===== config.mk =====
export PLATFORM = sky130hd
export DESIGN_NAME = load_store_unit
export DESIGN_NICKNAME = d
export VERILOG_FILES = /design/src/rtl/load_store_unit.sv
export SDC_FILE = /design/constraint.sdc
export NUM_CORES = 1
export LEC_CHECK = 0
export ABC_CLOCK_PERIOD_IN_PS = 3950
export BUFFER_PORTS_ARGS = -buffer_cell sky130_fd_sc_hd__buf_4
export CAP_MARGIN = 20
export CORE_ASPECT_RATIO = 0.5
export CORE_UTILIZATION = 45
export CTS_CLUSTER_SIZE = 30
export DETAILED_ROUTE_END_ITERATION = 8
export GPL_ROUTABILITY_DRIVEN = 0
export HOLD_SLACK_MARGIN = 0.03
export PLACE_DENSITY = 0.69
export SETUP_SLACK_MARGIN = 0.4
export SLEW_MARGIN = 20
export SYNTH_ARGS = -nofsm -noshare
export SYNTH_HDL_FRONTEND = slang
export SYNTH_SLANG_ARGS = --single-unit

===== constraint.sdc =====
create_clock -name clock -period 3.95 [get_ports clock]
set_input_delay 0 -clock clock [delete_from_list [all_inputs] [get_ports clock]]
set_output_delay 0 -clock clock [all_outputs]
set_load 0.05 [all_outputs]

===== src/rtl/load_store_unit.sv =====
// Load/store unit: drives word-granular data-memory requests for one op at a time,
// merging sub-word stores via read-modify-write and extending sub-word loads.
package lsu_pkg;
  typedef struct packed {
    logic [31:0] addr;
    logic        wen;
    logic [31:0] wdata;
  } mem_req_t;
endpackage

// state       | meaning
// IDLE        | waiting for an op; op_ready high
// READ        | load word presented by memory, extract and extend
// RMW_READ    | capture the word a sub-word store will merge into
// RMW_WRITE   | write merged word back
// WRITE       | full-word store
// RESP        | one-cycle completion pulse
module load_store_unit
  import lsu_pkg::*;
#(
  parameter int MEM_DEPTH = 2048
) (
  input  logic        clock,
  input  logic        reset,
  input  logic        op_valid,
  output logic        op_ready,
  input  logic [2:0]  op_type,
  input  logic [31:0] op_addr,
  input  logic [31:0] op_wdata,
  output mem_req_t    mem_req,
  input  logic [31:0] mem_rdata,
  output logic        resp_valid,
  output logic [31:0] resp_rdata,
  output logic        resp_misaligned,
  output logic        resp_range_fault
);

  localparam logic [2:0] OP_LB  = 3'b000;
  localparam logic [2:0] OP_LH  = 3'b001;
  localparam logic [2:0] OP_LW  = 3'b010;
  localparam logic [2:0] OP_LBU = 3'b011;
  localparam logic [2:0] OP_LHU = 3'b100;
  localparam logic [2:0] OP_SB  = 3'b101;
  localparam logic [2:0] OP_SH  = 3'b110;
  localparam logic [2:0] OP_SW  = 3'b111;

  localparam logic [32:0] ADDR_LIMIT = 33'(4 * MEM_DEPTH);

  typedef enum logic [2:0] {
    S_IDLE,
    S_READ,
    S_RMW_READ,
    S_RMW_WRITE,
    S_WRITE,
    S_RESP
  } state_t;

  state_t      r_state;
  logic [2:0]  r_op_type;
  logic [31:0] r_addr;
  logic [31:0] r_wdata;
  logic [31:0] r_merge;
  logic        r_resp_valid;
  logic [31:0] r_resp_rdata;
  logic        r_resp_misaligned;
  logic        r_resp_range_fault;

  logic        w_misaligned;
  logic        w_out_of_range;
  logic        w_is_load;
  logic        w_is_sub_store;
  logic [7:0]  w_byte;
  logic [15:0] w_half;
  logic [31:0] w_load;
  logic [31:0] w_merged;

  always_comb begin
    w_misaligned = 1'b0;
    case (op_type)
      OP_LH, OP_LHU, OP_SH: w_misaligned = op_addr[0];
      OP_LW, OP_SW:         w_misaligned = |op_addr[1:0];
      default:              w_misaligned = 1'b0;
    endcase
  end

  // Full-width compare so any upper address bit counts as out of range.
  assign w_out_of_range = ({1'b0, op_addr} >= ADDR_LIMIT);
  assign w_is_load      = (op_type <= OP_LHU);
  assign w_is_sub_store = (op_type == OP_SB) || (op_type == OP_SH);

  always_comb begin
    w_byte = mem_rdata[7:0];
    case (r_addr[1:0])
      2'd0: w_byte = mem_rdata[7:0];
      2'd1: w_byte = mem_rdata[15:8];
      2'd2: w_byte = mem_rdata[23:16];
      2'd3: w_byte = mem_rdata[31:24];
      default: w_byte = mem_rdata[7:0];
    endcase
    w_half = r_addr[1] ? mem_rdata[31:16] : mem_rdata[15:0];
    case (r_op_type)
      OP_LB:   w_load = {{24{w_byte[7]}}, w_byte};
      OP_LH:   w_load = {{16{w_half[15]}}, w_half};
      OP_LBU:  w_load = {24'd0, w_byte};
      OP_LHU:  w_load = {16'd0, w_half};
      default: w_load = mem_rdata;
    endcase
  end

  always_comb begin
    w_merged = r_merge;
    if (r_op_type == OP_SB) begin
      case (r_addr[1:0])
        2'd0: w_merged[7:0]   = r_wdata[7:0];
        2'd1: w_merged[15:8]  = r_wdata[7:0];
        2'd2: w_merged[23:16] = r_wdata[7:0];
        2'd3: w_merged[31:24] = r_wdata[7:0];
        default: w_merged = r_merge;
      endcase
    end else if (r_addr[1]) begin
      w_merged[31:16] = r_wdata[15:0];
    end else begin
      w_merged[15:0] = r_wdata[15:0];
    end
  end

  assign op_ready = (r_state == S_IDLE) && !reset;

  // Write enable is gated by reset directly so an abandoned RMW never commits.
  always_comb begin
    mem_req = '0;
    if (r_state != S_IDLE) begin
      mem_req.addr = {r_addr[31:2], 2'b00};
    end
    if (!reset && (r_state == S_WRITE)) begin
      mem_req.wen   = 1'b1;
      mem_req.wdata = r_wdata;
    end else if (!reset && (r_state == S_RMW_WRITE)) begin
      mem_req.wen   = 1'b1;
      mem_req.wdata = w_merged;
    end
  end

  always_ff @(posedge clock) begin
    if (reset) begin
      r_state            <= S_IDLE;
      r_op_type          <= '0;
      r_addr             <= '0;
      r_wdata            <= '0;
      r_merge            <= '0;
      r_resp_valid       <= 1'b0;
      r_resp_rdata       <= '0;
      r_resp_misaligned  <= 1'b0;
      r_resp_range_fault <= 1'b0;
    end else begin
      case (r_state)
        S_IDLE: begin
          if (op_valid) begin
            r_op_type <= op_type;
            r_addr    <= op_addr;
            r_wdata   <= op_wdata;
            if (w_misaligned || w_out_of_range) begin
              r_state            <= S_RESP;
              r_resp_valid       <= 1'b1;
              r_resp_rdata       <= '0;
              r_resp_misaligned  <= w_misaligned;
              r_resp_range_fault <= !w_misaligned;
            end else if (w_is_load) begin
              r_state <= S_READ;
            end else if (w_is_sub_store) begin
              r_state <= S_RMW_READ;
            end else begin
              r_state <= S_WRITE;
            end
          end
        end
        S_READ: begin
          r_state            <= S_RESP;
          r_resp_valid       <= 1'b1;
          r_resp_rdata       <= w_load;
          r_resp_misaligned  <= 1'b0;
          r_resp_range_fault <= 1'b0;
        end
        S_RMW_READ: begin
          r_merge <= mem_rdata;
          r_state <= S_RMW_WRITE;
        end
        S_RMW_WRITE, S_WRITE: begin
          r_state            <= S_RESP;
          r_resp_valid       <= 1'b1;
          r_resp_rdata       <= '0;
          r_resp_misaligned  <= 1'b0;
          r_resp_range_fault <= 1'b0;
        end
        S_RESP: begin
          r_state      <= S_IDLE;
          r_resp_valid <= 1'b0;
        end
        default: begin
          r_state      <= S_IDLE;
          r_resp_valid <= 1'b0;
        end
      endcase
    end
  end

  assign resp_valid       = r_resp_valid;
  assign resp_rdata       = r_resp_rdata;
  assign resp_misaligned  = r_resp_misaligned;
  assign resp_range_fault = r_resp_range_fault;

endmodule

-- After elaboration in Yosys (flattened, before gate mapping)
Index checks and enable logic that the tools add are counted.
- bits in registers: 137
- output and inout bits: 101
- order comparisons: 2
- eq/ne operators: 19
- muxes and demuxes: 31
- bitwise gates (word level): 1
- reduce and logical (&&, ||, !) cells: 22
- operators by type and width (operator ; count):
    32-bit 2-to-1 mux ; 4
    32-bit one-hot mux with 4 select lines ; 1
    32-bit one-hot mux with 3 select lines ; 1
    33-bit 2-to-1 mux ; 2
    16-bit 2-to-1 mux ; 3
    32-bit by 14-bit greater-or-equal comparator with 1-bit output, second input constant ; 1
    8-bit 2-to-1 mux ; 4
    8-bit one-hot mux with 4 select lines ; 1
    3-bit equality test, second input constant ; 7
    3-bit by 2-bit equality test with 1-bit output, second input constant ; 4
    3-bit 2-to-1 mux ; 4
    3-bit by 1-bit equality test with 1-bit output, second input constant ; 3
    3-bit one-hot mux with 3 select lines ; 1
    3-bit AND reduction ; 3
    3-bit logical NOT ; 2
    1-bit 2-to-1 mux ; 6
    1-bit one-hot mux with 2 select lines ; 3
    3-bit nonzero test ; 2
    2-bit OR reduction ; 3
    3-bit OR reduction ; 2
    2-bit equality test, second input constant ; 2
    3-bit less-or-equal comparator, second input constant ; 1
    1-bit logical AND ; 3
    1-bit one-hot mux with 3 select lines ; 1
    other kinds (9) ; 11

-- Depth between registers and ports, before layout
Gate-level depths: netlist (run 1).
- depth after elaboration: 7
- mapped depth: 8
- depth with buffers taken out: 5

-- Worst setup path before layout (run 1)
No wires, ideal clock.
- kind: reg-to-output
- from: reg r_op_type[1]
- to: out mem_req[10] in the netlist's numbering
- arrival: 2.248 ns
- data required time: 3.950 ns
- path slack: 1.702 ns
- stages on the path, launching flop included: 7
- path buffers: 1
- cell sequence: dfxtp_1 -> buf_2 -> nand3b_1 -> nor2_1 -> nor2_1 -> o22ai_1 -> o21ai_0
- RTL lines (item ; line ; text):
    from (decl) ; 59 ; logic [2:0] r_op_type;
    from (signal assigned) ; 159 ; r_op_type <= op_type;
    to (decl) ; 30 ; output mem_req_t mem_req,

==> results of run 1 <==
cells in the final DEF (no fill, tap or decap), drive strengths merged, types with 15 or more instances in the layout:
cell / synthesis / final
a21oi: 116 / 116
dfxtp: 137 / 137
o2bb2ai: 23 / 23
clkbuf: 33 / 20
a21o: 15 / 15
o21ai: 32 / 32
a22o: 16 / 16
buf: 35 / 208
dlygate4sd3: 0 / 100
nand2: 243 / 243
nor2: 30 / 30
nor2b: 35 / 35
metrics by stage:
stage	total power (W)	worst slack [ns]	instances	hold slack (ns)	instance area (um2)
floorplan	0.00209	1.70	836	0.136	6560
global placement	0.00232	1.54	1168	0.246	7990
detailed placement	0.00233	1.51	1168	0.257	7990
CTS	0.00397	1.24	1299	0.304	9570
global route	0.00412	0.976	1299	0.176	9580
finish	0.00397	1.13	1299	0.140	9580
metal layers:
| layer | GRT usage | wire (um) |
|---|---|---|
| met5 | 0 | 0 |
| met4 | 0.0829 | 171 |
| met3 | 0.0838 | 1930 |
| met2 | 0.437 | 9570 |
| met1 | 0.353 | 9250 |
state kept, by name, summed over array words and instances, names as in the netlist:
register and count:
r_wdata 32, resp_rdata 32, resp_misaligned 1, r_merge 32, r_state 3, r_addr 32, resp_valid 1, resp_range_fault 1
r_op_type 3
power breakdown:
part	switching, W	leakage, nW	internal (W)
clock	0.000620	0.278	0.000959
sequential	0.0000768	1.12	0.00147
combinational	0.000517	2.58	0.000336
kinds of logic (layout without fill, tap and decap cells):
logic type,Yosys count,after routing,share of synthesized area
AND/OR/NAND/NOR,344,344,0.230
AO/OA/AOI/OAI,250,250,0.248
flip-flops,137,137,0.419
buffers and inverters,80,351,0.0640
multiplexers,21,21,0.0355
XOR/XNOR,2,2,0.00267
other,1,2,0.000572
layout make-up:
type                       instances  share of cell area
sequential                       137               0.286
multi-input combinational        619               0.355
clock buffer                      20              0.0477
timing repair buffer             308               0.268
tap                              192              0.0251
clock inverter                    11              0.0129
inverter                          12             0.00470
final timing paths:
path / start / endpoint / slack [ns] / cells after the start
min: reset / r_merge[28] / 0.14 / 2
min reg2reg: r_addr[21] / r_addr[21] / 0.45 / 2
max: r_op_type[0] / mem_req[7] / 1.13 / 5
max reg2reg: r_state[1] / resp_rdata[28] / 1.50 / 6
==> results.txt, run 1 <==
Chip Height: 87.3 um
Post-CTS setup-driven buffer insertion count: 0
Worst slew margin relative to its limit: 0.315
Crit. End Element: output port
RSZ-0062 raised after global routing: false
Pin count of the biggest net entering global routing: 107
Max-capacitance violation count: 0
Slowest cell on crit path: sky130_fd_sc_hd__dfxtp_1
Detail-routed net length per standard cell: 16.1 um
Result of the run: complete, no violations
DRC violation count after routing: 0
Post-synthesis sequential element count: 137
Power density cells: 415 nW/um2
Clock transition at path regs: 0.06 ns
Number of hold violations in the final report: 0
Starting density of the core: 0.472
Number of hold-repair buffers added at the cts stage: 100
Max Clock Skew: 0.00947 ns
Maximum resistive drop on vdd: 0.000238 V
Fraction of layout cells with a size suffix above 1: 0.244
Antenna diode instance count: 0
Final Max Slew Viols: 0
Ranking of synthesized cells by instance count: sky130_fd_sc_hd__nand2_1, sky130_fd_sc_hd__dfxtp_1, sky130_fd_sc_hd__a21oi_1
Area contributors post-synth: sky130_fd_sc_hd__dfxtp_1, sky130_fd_sc_hd__nand2_1, sky130_fd_sc_hd__a21oi_1
Startpoint types: register
Global-route wire length before repair: 32.7 mm
Sequential fraction of the synthesis area: 0.419
Horizontal extent of the die: 173 um
Quantity of I/O buffers inserted on ports: 200
Die Area: 15100 um2
Filler Cells Inserted: 1132
Count of endpoints failing setup in the final report: 0
Synthesized area per cell: 7.85 um2
Required time at the endpoint of the critical path: 3.95 ns
Most area-hungry cell type in the Yosys netlist: sky130_fd_sc_hd__dfxtp_1
Area taken by multi-input logic gates: 3400 um2
Total of cells resized after clock tree synthesis: 0
Clk Latency, worst-skew pair: 0.41 ns
TritonCTS clock tree: done
Number of clock sinks: 137
Arrival time at the worst endpoint: 2.82 ns
Yosys synthesis warning count: 0
Buffers and inverters on the worst path: 1
Synthesized cell area: 6550 um2
Vias in the first global route: 6591
Final net count: 1197
Final Routed Wirelength: 20.9 mm
Summed negative setup slack over all endpoints: 0 ns
Max incr delay on CP: 0.65 ns
Post-Route Utilization: 0.690
Path type of the worst setup path: register to output port
Cell family with the largest share of critical-path delay: simple AND/OR/NAND/NOR gates
Synth async-reset ratio: 0
Critical Path Fanout Max: 19
Root Buffer Master: sky130_fd_sc_hd__clkbuf_16
Number of enable flip-flop cells after synthesis: 0
Worst hold path class: primary input to register
HPWL Detailed: 14.0 mm
I/O pin count: 203
Area occupied by registers: 2740 um2
Number of distinct library cell variants in the gate-level netlist after synthesis: 54
Maximum buffer depth of the clock tree: 2
Number of instances in the synthesized netlist: 835
Worst-Margin Slew: 1.03 ns
Share of the synthesized area in the top cell type: 0.419
Remaining Overflow, GRT: 0
Achievable frequency: 355 MHz
Tmin final: 2.82 ns
Htree depth: 4
Prevailing post-synth register cell: sky130_fd_sc_hd__dfxtp_1
Total number of vias: 6917
Drt first-iter violations: 474
Cell leakage power: 3.97 nW
GR Util All Layers: 0.272
Antenna violations before repair: 0
Area of the core: 13900 um2
Most used standard cell by instance count after synthesis: sky130_fd_sc_hd__nand2_1
Total CTS buffers: 17
Cells along the critical path: and3b_1 > a21oi_1 > nor2_1 > a22o_1 > buf_4
Final period util: 0.713
Std cell rows: 30
Synthesis-to-layout area growth: 46.2%
Via density per instance: 5.32
Number of nets with antenna violations after routing: 0
Number of search-and-repair iterations in the first detailed-routing pass: 5
(Power assumes the default switching activity.)
==> inputs of run 2 (changes only) <==
--- a/config.mk
+++ b/config.mk
@@ -5,7 +5,7 @@
 export SDC_FILE = /design/constraint.sdc
 export NUM_CORES = 1
 export LEC_CHECK = 0
-export ABC_CLOCK_PERIOD_IN_PS = 3950
+export ABC_CLOCK_PERIOD_IN_PS = 2800
 export BUFFER_PORTS_ARGS = -buffer_cell sky130_fd_sc_hd__buf_4
 export CAP_MARGIN = 20
 export CORE_ASPECT_RATIO = 0.5
==> constraint.sdc (replaced) <==
create_clock -name clock -period 2.8 [get_ports clock]
set_input_delay 0 -clock clock [delete_from_list [all_inputs] [get_ports clock]]
set_output_delay 0 -clock clock [all_outputs]
set_load 0.05 [all_outputs]
==> results.txt, run 2 (synthesis gave the netlist of run 1 again) <==
Detail-routed net length per standard cell: 16.9 um
Number of standard cells in the layout, taps in and fillers out: 1328
Required time at the endpoint of the critical path: 2.80 ns
I/O pin count: 203
Power density cells: 593 nW/um2
Area of the core: 13900 um2
Number of nets with antenna violations after routing: 0
Highest-count cells in the layout ignoring fill and taps: sky130_fd_sc_hd__nand2_1, sky130_fd_sc_hd__buf_4, sky130_fd_sc_hd__dfxtp_1
Uppermost metal layer occupied by signal nets: met4
RSZ-0062 raised after global routing: false
Post-Route M1 WL: 9.60 mm
Critical Path Fanout Max: 19
Part of the total power dissipated in the clock network: 0.414
Maximum resistive drop on vdd: 0.000383 V
Achievable frequency: 443 MHz
Drt first-iter violations: 672
Clock transition at path regs: 0.06 ns
Total design power: 0.00588 W
Quantity of I/O buffers inserted on ports: 200
Max Clock Skew: 0.00935 ns
Global-route wire length before repair: 35.2 mm
Fraction of layout cells with a size suffix above 1: 0.251
Total CTS buffers: 17
GR Util All Layers: 0.295
Path type of the worst setup path: register to output port
Metal2 WL: 10.5 mm
Final Routed Wirelength: 22.4 mm
Max-capacitance violation count: 0
Summed negative setup slack over all endpoints: 0 ns
Arrival time at the worst endpoint: 2.26 ns
Pin count of the biggest net entering global routing: 80
Share of total power consumed by net switching: 0.303
Worst slew margin relative to its limit: 0.438
Number of clock sinks: 137
Portion of total power attributed to sequential cells: 0.370
Met3 WL: 2.03 mm
Result of the run: complete, no violations
Tmin final: 2.26 ns
Remaining Overflow, GRT: 0
Die Area: 15100 um2
Std cell rows: 30
Worst hold path class: primary input to register
Total number of vias: 7232
Antenna violations before repair: 0
Antenna diode instance count: 0
Horizontal extent of the die: 173 um
Most common cell after layout, fill and taps aside: sky130_fd_sc_hd__nand2_1
Final Max Slew Viols: 0
Hold slack final: 0.369 ns
Chip Height: 87.3 um
Startpoint types: register
Share of power burned in combinational logic: 0.216
Maximum buffer depth of the clock tree: 2
Vias in the first global route: 7023
Crit. End Element: output port
Number of hold violations in the final report: 0
Post-placement cell count: 1174
Clk Latency, worst-skew pair: 0.42 ns
Synthesis-to-layout area growth: 51.4%
Cell leakage power: 4.16 nW
HPWL Detailed: 14.1 mm
Htree depth: 4
Starting density of the core: 0.472
Switching Power: 0.00178 W
Worst-Margin Slew: 0.843 ns
Root Buffer Master: sky130_fd_sc_hd__clkbuf_16
Count of endpoints failing setup in the final report: 0
Number of search-and-repair iterations in the first detailed-routing pass: 5
TritonCTS clock tree: done
Final net count: 1225
Via density per instance: 5.45
Internal cell power: 0.00410 W
Filler Cells Inserted: 1051
Final period util: 0.806
DRC violation count after routing: 0
run 2: path summary, 6_finish.rpt:
check / from / end / slack (ns) / cells past startpoint
hold reg to reg: r_addr[2] / r_addr[2] / 0.45 / 2
setup / recovery: r_op_type[1] / mem_req[23] / 0.54 / 6
setup reg to reg: r_state[1] / r_addr[10] / 0.55 / 5
hold / removal: op_wdata[17] / r_wdata[17] / 0.37 / 4
run 2: routing by layer:
metal | global-route usage | vias to the layer above
met4 | 0.0869 | 0
met1 | 0.373 | 3431
li1 | - | 3428
met2 | 0.501 | 336
met5 | 0 | -
met3 | 0.0772 | 37
run 2: power groups by stage:
stage / clock network, W / registers, W / logic [W]
2_1_floorplan: 0 / 0.00232 / 0.000623
3_5_place_dp: 0 / 0.00221 / 0.00109
3_3_place_gp: 0 / 0.00220 / 0.00108
4_1_cts: 0.00245 / 0.00217 / 0.00124
6_report: 0.00244 / 0.00217 / 0.00127
5_1_grt: 0.00255 / 0.00219 / 0.00135
run 2: critical path, cell delays in order (launching register included):
cell	delay, ns
sky130_fd_sc_hd__dfxtp_2	0.39
sky130_fd_sc_hd__and3b_4	0.45
sky130_fd_sc_hd__nand2_1	0.09
sky130_fd_sc_hd__nand2_2	0.24
sky130_fd_sc_hd__mux2i_1	0.11
sky130_fd_sc_hd__o21ai_0	0.28
sky130_fd_sc_hd__buf_4	0.26
run 2: what timing repair did:
item / CTS / global route
endpoints found under the setup margin: 28 / 48
buffers inserted: 0 / 0
resized for setup: 3 / 7
hold endpoints to repair: 128 / 0
hold buffers: 122 / 0
cloned: 0 / 0
run 2: metrics by stage:
stage	cell area, um2	utilization	setup WS, ns
2_1_floorplan	6560	-	0.552
5_1_grt	9920	0.715	0.405
3_5_place_dp	8050	0.579	0.496
4_1_cts	9910	0.713	0.420
6_report	9920	0.715	0.543
3_3_place_gp	8050	0.579	0.615
run 2: layout make-up:
cell class              count  area, um2  area share
flip-flops and latches    137       2750       0.277
inverters                  12       45.0     0.00454
well taps                 192        240      0.0242
clock inverters            14        195      0.0197
repair buffers            336       2840       0.287
multi-input cells         619       3410       0.344
clock buffers              18        439      0.0443
==> inputs of run 3 (changes only) <==
--- a/config.mk
+++ b/config.mk
@@ -5,7 +5,7 @@
 export SDC_FILE = /design/constraint.sdc
 export NUM_CORES = 1
 export LEC_CHECK = 0
-export ABC_CLOCK_PERIOD_IN_PS = 2800
+export ABC_CLOCK_PERIOD_IN_PS = 2100
 export BUFFER_PORTS_ARGS = -buffer_cell sky130_fd_sc_hd__buf_4
 export CAP_MARGIN = 20
 export CORE_ASPECT_RATIO = 0.5
==> constraint.sdc (replaced) <==
create_clock -name clock -period 2.1 [get_ports clock]
set_input_delay 0 -clock clock [delete_from_list [all_inputs] [get_ports clock]]
set_output_delay 0 -clock clock [all_outputs]
set_load 0.05 [all_outputs]
==> results.txt, run 3 (synthesis gave the netlist of run 1 again) <==
Filler Cells Inserted: 810
Drt first-iter violations: 839
Most common cell after layout, fill and taps aside: sky130_fd_sc_hd__nand2_1
HPWL Detailed: 14.6 mm
Required time at the endpoint of the critical path: 2.10 ns
Fraction of layout cells with a size suffix above 1: 0.359
Final Routed Wirelength: 26.1 mm
TritonCTS clock tree: done
Number of search-and-repair iterations in the first detailed-routing pass: 5
Worst setup path end: mem_req[10]
Startpoint types: register
Critical Path Fanout Max: 6
Starting density of the core: 0.472
Area occupied by registers: 2770 um2
Arrival time at the worst endpoint: 1.99 ns
Area taken by multi-input logic gates: 4000 um2
Worst-Margin Slew: 0.794 ns
Worst reg-to-reg setup slack: 0.35 ns
Via density per instance: 5.70
Max-capacitance violation count: 0
Clock transition at path regs: 0.06 ns
Crit. End Element: output port
Final Max Slew Viols: 0
Htree depth: 4
Cells along the critical path: and3b_2 > buf_6 > nor2_1 > a31oi_1 > o22ai_2 > o21ai_2 > buf_6
Number of hold violations in the final report: 0
Slowest cell on crit path: sky130_fd_sc_hd__dfxtp_4
Count of endpoints failing setup in the final report: 0
Horizontal extent of the die: 173 um
Die Area: 15100 um2
Cell leakage power: 4.58 nW
RSZ-0062 raised after global routing: true
Quantity of I/O buffers inserted on ports: 200
Final period util: 0.947
Total number of vias: 7762
Cell repeated most along the worst path: sky130_fd_sc_hd__buf_6
Area of the core: 13900 um2
Number of nets with antenna violations after routing: 0
Std cell rows: 30
Launch point of the critical path: r_op_type[1]
Path type of the worst setup path: register to output port
Global-route wire length before repair: 36.3 mm
Power density cells: 749 nW/um2
Maximum resistive drop on vdd: 0.000559 V
Summed negative setup slack over all endpoints: 0 ns
Total CTS buffers: 17
End of the worst register-to-register path: resp_rdata[14]
R2r startpoint: r_addr[1]
R2R cell count: 6
GR Util All Layers: 0.303
Chip Height: 87.3 um
Antenna diode instance count: 0
Hold slack final: 0.0868 ns
Clk Latency, worst-skew pair: 0.41 ns
Achievable frequency: 503 MHz
Pin count of the biggest net entering global routing: 46
Remaining Overflow, GRT: 0
Result of the run: complete, no violations
Number of clock sinks: 137
Post-placement cell count: 1188
Number of standard cells in the layout, taps in and fillers out: 1361
Highest-count cells in the layout ignoring fill and taps: sky130_fd_sc_hd__nand2_1, sky130_fd_sc_hd__buf_4, sky130_fd_sc_hd__dfxtp_1
DRC violation count after routing: 0
Max incr delay on CP: 0.36 ns
I/O pin count: 203
Setup slack after layout: 0.111 ns
DP Area: 8250 um2
Worst hold path class: primary input to register
Final net count: 1258
Vias in the first global route: 7010
Worst slew margin relative to its limit: 0.471
Antenna violations before repair: 0
Post-layout instance area: 11100 um2
Root Buffer Master: sky130_fd_sc_hd__clkbuf_16
Synthesis-to-layout area growth: 70.0%
Detail-routed net length per standard cell: 19.2 um
Maximum buffer depth of the clock tree: 2
Tmin final: 1.99 ns
Max Clock Skew: 0.00947 ns
Worst setup timing slack at the placement stage: 0.220 ns
[run 3: worst min-delay path by stage]
stage	startpoint	to	slack [ns]	cells past startpoint
2_1_floorplan	op_addr[10]	r_addr[10]	0.14	2
3_3_place_gp	op_addr[9]	r_addr[9]	0.25	3
3_5_place_dp	op_wdata[14]	r_wdata[14]	0.26	3
4_1_cts	op_addr[27]	r_state[1]	0.15	6
5_1_grt	op_addr[13]	r_addr[13]	0.12	4
6_report	op_addr[16]	r_addr[16]	0.09	4
[run 3: power by group]
group / total [W] / switching (W) / internal (W)
sequential: 0.00288 / 0.000129 / 0.00276
clock: 0.00337 / 0.00116 / 0.00221
combinational: 0.00209 / 0.00120 / 0.000888
total: 0.00835 / 0.00249 / 0.00586
[run 3: area by class of cell]
| cell class | instances | share of cell area |
|---|---|---|
| sequential | 137 | 0.248 |
| clock inverter | 10 | 0.0170 |
| inverter | 12 | 0.00404 |
| tap | 192 | 0.0216 |
| multi-input combinational | 621 | 0.359 |
| clock buffer | 22 | 0.0426 |
| timing repair buffer | 367 | 0.307 |
[run 3: per-stage QoR]
| step | util | power [W] |
|---|---|---|
| after CTS | 0.750 | 0.00806 |
| after floorplan | - | 0.00393 |
| final | 0.802 | 0.00835 |
| after global routing | 0.802 | 0.00861 |
| after detailed placement | 0.594 | 0.00446 |
| after global placement | 0.594 | 0.00444 |
[run 3: worst max-delay path, delay by kind of cell (launching register included)]
kind,cells,cell delay [ns]
buffers and inverters,2,0.31
DFF,1,0.36
AOI/OAI and AO/OA,3,0.53
and+or+nand+nor,2,0.38
[run 3: routing by layer]
| layer | vias to the layer above | part of all wire | track usage | wire (um) |
|---|---|---|---|---|
| met5 | - | 0 | 0 | 0 |
| met4 | 0 | 0.031 | 0.0885 | 807 |
| met3 | 95 | 0.097 | 0.0729 | 2540 |
| met2 | 495 | 0.46 | 0.504 | 12100 |
| met1 | 3661 | 0.41 | 0.395 | 10700 |
| li1 | 3511 | - | - | - |
[run 3: timing repair]
action                                  CTS  global route
buffers inserted                          8            23
cloned                                    4             4
gates resized for setup                 101            84
endpoints found under the setup margin   92           110
hold endpoints to repair                128             0
hold buffers                            102             0
pin swaps                                11            52
